--- src/rtl/ram_stream_reader_pkg.sv ---
// Shared definitions for the RAM stream reader: state encoding and the burst-length width rule.
package ram_stream_reader_pkg;

  typedef enum logic [1:0] {
    IDLE   = 2'd0,
    LOAD   = 2'd1,
    STREAM = 2'd2,
    FINISH = 2'd3
  } state_t;

  // LEN must express 0..2^addr_w, so it needs one bit more than the address.
  function automatic int unsigned len_width(input int unsigned addr_w);
    return addr_w + 1;
  endfunction

endpackage

--- src/rtl/ram_reader_addr_counter.sv ---
// Read-address register for the stream reader: load with the burst base, step with wrap.
module ram_reader_addr_counter #(
  parameter int unsigned ADDR_W = 2
) (
  input  logic              clk,
  input  logic              rst,
  input  logic              load,
  input  logic              inc,
  input  logic [ADDR_W-1:0] base,
  output logic [ADDR_W-1:0] addr
);

  // Natural overflow of the ADDR_W-bit add gives the modulo-depth wrap.
  always_ff @(posedge clk or posedge rst) begin
    if (rst) begin
      addr <= '0;
    end else if (load) begin
      addr <= base;
    end else if (inc) begin
      addr <= addr + ADDR_W'(1);
    end
  end

endmodule

--- src/rtl/ram_stream_reader.sv ---
// Burst reader for a combinational-read register-file RAM; streams LEN words from BASE on valid/ready.
module ram_stream_reader
  import ram_stream_reader_pkg::*;
#(
  parameter int unsigned ADDR_W = 2,
  parameter int unsigned DATA_W = 1
) (
  input  logic                               CLK,
  input  logic                               ASYNCRESET,
  input  logic                               START,
  input  logic [ADDR_W-1:0]                  BASE,
  input  logic [len_width(ADDR_W)-1:0]       LEN,
  output logic [ADDR_W-1:0]                  RADDR,
  input  logic [DATA_W-1:0]                  RDATA,
  output logic [DATA_W-1:0]                  O_DATA,
  output logic                               O_VALID,
  input  logic                               O_READY,
  output logic                               BUSY,
  output logic                               DONE
);

  localparam int unsigned LEN_W = len_width(ADDR_W);

  state_t             state_q, state_d;
  logic [LEN_W-1:0]   rem_q, rem_d;
  logic [DATA_W-1:0]  data_q, data_d;
  logic               valid_q, valid_d;
  logic               busy_q, busy_d;
  logic               done_q, done_d;
  logic               addr_load_c;
  logic               addr_inc_c;

  ram_reader_addr_counter #(
    .ADDR_W (ADDR_W)
  ) u_addr (
    .clk  (CLK),
    .rst  (ASYNCRESET),
    .load (addr_load_c),
    .inc  (addr_inc_c),
    .base (BASE),
    .addr (RADDR)
  );

  // Next-state, remaining-count and output-register values.
  always_comb begin
    state_d     = state_q;
    rem_d       = rem_q;
    data_d      = data_q;
    valid_d     = valid_q;
    addr_load_c = 1'b0;
    addr_inc_c  = 1'b0;

    case (state_q)
      IDLE: begin
        if (START) begin
          if (LEN != '0) begin
            addr_load_c = 1'b1;
            rem_d       = LEN;
            state_d     = LOAD;
          end else begin
            state_d = FINISH;
          end
        end
      end
      LOAD: begin
        data_d     = RDATA;
        valid_d    = 1'b1;
        addr_inc_c = 1'b1;
        rem_d      = rem_q - LEN_W'(1);
        state_d    = STREAM;
      end
      STREAM: begin
        // Without O_READY everything holds, so O_DATA is stable while offered.
        if (O_READY) begin
          if (rem_q != '0) begin
            data_d     = RDATA;
            addr_inc_c = 1'b1;
            rem_d      = rem_q - LEN_W'(1);
          end else begin
            valid_d = 1'b0;
            state_d = FINISH;
          end
        end
      end
      FINISH: begin
        state_d = IDLE;
      end
      default: begin
        state_d = IDLE;
      end
    endcase

    busy_d = (state_d != IDLE);
    done_d = (state_d == FINISH);
  end

  always_ff @(posedge CLK or posedge ASYNCRESET) begin
    if (ASYNCRESET) begin
      state_q <= IDLE;
      rem_q   <= '0;
      data_q  <= '0;
      valid_q <= 1'b0;
      busy_q  <= 1'b0;
      done_q  <= 1'b0;
    end else begin
      state_q <= state_d;
      rem_q   <= rem_d;
      data_q  <= data_d;
      valid_q <= valid_d;
      busy_q  <= busy_d;
      done_q  <= done_d;
    end
  end

  assign O_DATA  = data_q;
  assign O_VALID = valid_q;
  assign BUSY    = busy_q;
  assign DONE    = done_q;

endmodule
--- config.mk ---
export PLATFORM = sky130hd
export DESIGN_NAME = ram_stream_reader
export DESIGN_NICKNAME = d
export VERILOG_FILES = /design/src/rtl/ram_stream_reader_pkg.sv /design/src/rtl/ram_reader_addr_counter.sv /design/src/rtl/ram_stream_reader.sv
export SDC_FILE = /design/constraint.sdc
export NUM_CORES = 1
export LEC_CHECK = 0
export ABC_AREA = 1
export BUFFER_PORTS_ARGS = -buffer_cell sky130_fd_sc_hd__buf_2
export CORE_MARGIN = 2
export CORE_UTILIZATION = 25
export CTS_BUF_LIST = sky130_fd_sc_hd__clkbuf_8 sky130_fd_sc_hd__clkbuf_16
export DETAILED_ROUTE_END_ITERATION = 10
export PLACE_DENSITY = 0.49
export SETUP_SLACK_MARGIN = 0.1
export SLEW_MARGIN = 20
export SYNTH_ARGS = -nofsm -noshare
export SYNTH_HDL_FRONTEND = slang
export SYNTH_SLANG_ARGS = --single-unit
--- constraint.sdc ---
create_clock -name CLK -period 1.65 [get_ports CLK]
set_input_delay 0.33 -clock CLK [delete_from_list [all_inputs] [get_ports CLK]]
set_output_delay 0.33 -clock CLK [all_outputs]
set_load 0.05 [all_outputs]
Word level (Yosys, flattened, before mapping)

Index checks and enable logic that the tools add are counted.

Register bits: 11
Input bits: 10
Output and inout bits: 6
Word-level logic and storage cells: 52

Equality and inequality tests: 9
Add/sub/neg operators: 2
Multiplexer cells: 24
Reduce and logical (&&, ||, !) cells: 10

Operators with widths:

| kind                                                                   | count |
|---|---|
| 2-bit two-way mux                                                      | 6 |
| 3-bit two-way mux                                                      | 4 |
| 2-bit != test (second input constant)                                  | 5 |
| 1-bit two-way mux                                                      | 9 |
| 3-bit one-hot mux with 3 select lines                                  | 1 |
| 3-bit nonzero test                                                     | 3 |
| 2-bit one-hot mux with 4 select lines                                  | 1 |
| 2-bit equality test (second input constant)                            | 3 |
| 1-bit one-hot mux with 2 select lines                                  | 3 |
| 3-bit AND reduction                                                    | 2 |
| 2-bit nonzero test                                                     | 3 |
| 5-bit AND reduction                                                    | 1 |
| 3-bit by 1-bit subtractor with 3-bit output (second input constant)    | 1 |
| 2-bit by 1-bit adder with 2-bit output (second input constant)         | 1 |
| 2-bit by 1-bit equality test with 1-bit output (second input constant) | 1 |
| 2-bit zero test                                                        | 1 |

Longest topological paths before layout

Depth in word-level cells: 6
Gate-level depth with buffers: 10
Mapped depth without buffers: 10

Hierarchy

A second synthesis with hierarchy kept.

Cells, all modules: 95
Area, all modules: 710.7 um^2

Modules (own cells, without submodules):

| module                  | cells an instance | area an instance (um^2) | seq. area each (um^2) | times used |
|---|---|---|---|---|
| ram_stream_reader       | 79                | 598.1                   | 225.2                 | 1 |
| ram_reader_addr_counter | 16                | 112.6                   | 50.0                  | 1 |

Worst setup path before layout

No wires, ideal clock.

Path type: reg2reg
From: register state_q[0]
To: register rem_q[2]
Arrival: 1123 ps
Buffers on the path: 0
Slack: 405 ps
Clock period less this slack: 1245 ps
Library setup time: 122 ps
Stages on the path, launching flop included: 7
Cells stage by stage: dfrtp_1 > inv_1 > ha_1 > inv_1 > a21oi_1 > a21oi_1 > o21ai_1

Cells in the longest elaborated chain, start to end: 3
Elaborated cells on any way between the ends: 10
Classes of those cells: eq/ne: 6; mux: 1; reduce/logical: 3

RTL lines:

| what                                                          | RTL line                 | RTL |
|---|---|---|
| start: declaration                                            | ram_stream_reader.sv:24  | `state_t state_q, state_d;` |
| start signal: assignment                                      | ram_stream_reader.sv:106 | `state_q <= state_d;` |
| 2-bit equality test, or another cell as far along             | ram_stream_reader.sv:53  | `case (state_q)` |
| 2-bit != test (no line) or 3-bit nonzero test (tied branches) | --                       |  |
| 5-bit AND reduction (no line)                                 | --                       |  |
| end signal: assignment                                        | ram_stream_reader.sv:107 | `rem_q <= rem_d;` |
| end: declaration                                              | ram_stream_reader.sv:25  | `logic [LEN_W-1:0] rem_q, rem_d;` |

Several ways; a longest one is shown, not always the timed one.
A chain may end at the register's enable or synchronous reset.

Worst setup path in the final report

Ends and elaborated chain as after synthesis.

==> run_results.csv <==
group,metric,value,unit
status,status,"finished, final reports clean",
timing,max_freq,734,MHz
die,core,2730,um2
place,port_buffers,15,
clocking,cts_root_buf,"clkbuf_8",
timing,timing.final.hold_violations,0,
clocking,hold_buffers,0,
die,fp-row-count,19,
timing,setup-violations-final,0,
global_route,met2_usage,0.167,
critical_path,reg2reg_from,"state_q[0]",
global_route,grt.busiest_layer,"met2",
critical_path,required,1.82,ns
critical_path,arrival,1.53,ns
pwr,power,1980,uW
place,dp.cells,144,
routing,firstDrtPassIters,4,
critical_path,slowest_delay,0.41,ns
logic_synthesis,yosysUniqueCellTypes,15,
global_route,grt_max_degree,12,
pwr,seqPwrFrac,0.254,
die,die_height,57.5,um
pwr,clkPwrFrac,0.135,
clocking,clk_pin_slew,0.05,ns
global_route,use_met3,0.0204,
global_route,grt.total_usage,0.0996,
critical_path,reg2reg_to,"rem_q[2]",
flow_run,drv_cap,0,
timing,setup_tns,0,ns
routing,via_per_inst,4.29,
finish,layout_common_cells,"nand2_1, inv_1, buf_2",
worst_hold_path,hold_path_class,"input pin to asynchronous set/reset pin",
timing,fin_crit,1.36,ns
finish,seqCellArea,275,um2
critical_path,regToRegSetupSlack,0.29,ns
logic_synthesis,yosysWarnings,0,
clocking,numCtsBuffers,3,
place,dp_hpwl,1190,um
pwr,intPower,968,uW
critical_path,cp-end-kind,"flop",
pwr,peakVddDrop,0.951,mV
clocking,htree_levels,1,
timing,min_period_over_period,0.826,
critical_path,cp_slowest_cell,"ha_1",
critical_path,critPathKind,"flop to flop",
logic_synthesis,synth-seq-cells,11,
clocking,cts_tree,"yes",
routing,routed_wl,1410,um
finish,fin_cells,148,
clocking,clk_latency,0.24,ns
critical_path,rr_worst_depth,6,
global_route,grt_pass1_vias,637,
routing,drt-initial-drc-count,16,
critical_path,worst-path-max-fanout,6,
critical_path,path_delay_family,"adder cells",
clocking,clk_path_buf_depth,2,
global_route,antenna_found_initial,0,
pwr,power_density,2270,nW/um2
critical_path,worstPathCellList,"inv_1, ha_1, inv_1, a21oi_1, a21oi_1, o21ai_1",
timing,tightestPinTransition,0.440,ns
timing,skew,0.00133,ns
routing,via_count,635,
pwr,swShare,0.512,
critical_path,startpoint_type,"flop",
routing,antenna_left,0,
logic_synthesis,synth_nets,115,
die,start_util,0.261,
pwr,power_leakage,0.000514,uW
finish,mostFrequentLayoutCell,"nand2_1",
timing,slew_viol_final,0,
place,gp_congestion,0.835,
die,die_w,57.5,um
global_route,gr-total-overflow,0,
die,dieArea,3300,um2
global_route,grt_pass1_wl,2540,um
timing,holdWs,0.0831,ns
finish,fill_cells,291,
timing,relSlewSlack,0.707,
routing,drc,0,
timing,rsz0062_at_grt,"no",
finish,multi_input_comb_area,372,um2
logic_synthesis,synthesis.area,714,um2
die,ios,16,
clocking,post_cts_buffers,0,
global_route,grt_use_met1,0.120,
pwr,switchingPower,1020,uW
routing,wl_per_cell,9.55,um
clocking,clkSinkCount,11,
logic_synthesis,syn_inst,98,
logic_synthesis,synth.yosys.seq_area_share,0.385,
finish,area_delta_synth_final,22.2,%
clocking,cts-resized-gates,0,
critical_path,crit_buf_inv,2,
finish,drive_above_1_share,0.248,
pwr,pwr-share-comb,0.611,
logic_synthesis,avgSynthCellArea,7.29,um2
finish,diodes,0,
finish,nets,135,
state kept, by name, summed over array words and instances (netlist names):
register	cells
BUSY	1
O_VALID	1
rem_q	3
state_q	2
u_addr.addr	2
O_DATA	1
DONE	1
cell type report:
type	count	share of cell area
Timing Repair Buffer	15	0.0860
Inverter	18	0.0774
Multi-Input combinational cell	69	0.426
Sequential cell	11	0.315
Clock buffer	3	0.0473
Clock inverter	1	0.00430
Tap cell	31	0.0444
power by group through the flow:
| stage | logic (uW) | registers (uW) | clock network [uW] |
|---|---|---|---|
| after floorplan | 767 | 715 | 0 |
| after global placement | 1220 | 508 | 0 |
| after detailed placement | 1230 | 509 | 0 |
| after CTS | 1240 | 507 | 276 |
| after global routing | 1380 | 532 | 289 |
| final | 1210 | 504 | 267 |
synthesized netlist by cell type:
master   number  area share
a21oi_1       4       0.028
dfrtp_1      11        0.39
ha_1          7        0.12
inv_1        16       0.084
inv_2         2       0.011
nand2_1      33        0.17
nand2_2       5       0.044
nand3_1       7       0.049
nand4_1       2       0.018
nor2_1        2       0.011
nor2_2        3       0.026
o21ai_0       2       0.014
o21ai_1       2       0.014
or2_2         1      0.0088
xor2_1        1       0.012
per-layer routing:
| layer | wire (um) | vias to the layer above |
|---|---|---|
| met5 | 0 | - |
| met4 | 26 | 0 |
| met3 | 42 | 4 |
| met2 | 681 | 12 |
| met1 | 662 | 284 |
| li1 | - | 335 |
logic make-up (layout without fill, tap and decap cells):
kind of cell,after synthesis,after routing,share of synthesized area
compound gates,8,8,0.0560
xor+xnor,1,1,0.0123
fa+ha+maj,7,7,0.123
buf+inv,18,37,0.0946
flops,11,11,0.385
simple gates,53,53,0.329
per-stage QoR:
stage          area, um2   util  setup WS, ns
6_report             873  0.319         0.287
5_1_grt              873  0.319         0.133
2_1_floorplan        714      -         0.405
3_3_place_gp         828  0.303         0.283
3_5_place_dp         828  0.303         0.270
4_1_cts              873  0.319         0.256
worst register-to-register path: stages (launching register included):
cell     delay, ns
dfrtp_1       0.38
inv_1         0.10
ha_1          0.41
inv_1         0.09
a21oi_1       0.11
a21oi_1       0.07
o21ai_1       0.13
worst max path at each step:
| stage | from | to | slack [ns] | cells after the start |
|---|---|---|---|---|
| floorplan | state_q[0] | rem_q[2] | 0.40 | 6 |
| global placement | state_q[1] | rem_q[2] | 0.28 | 6 |
| detailed placement | state_q[0] | rem_q[2] | 0.27 | 6 |
| CTS | state_q[0] | rem_q[2] | 0.26 | 6 |
| global route | state_q[0] | rem_q[2] | 0.13 | 6 |
| finish | state_q[0] | rem_q[2] | 0.29 | 6 |
(Power assumes the default switching activity.)
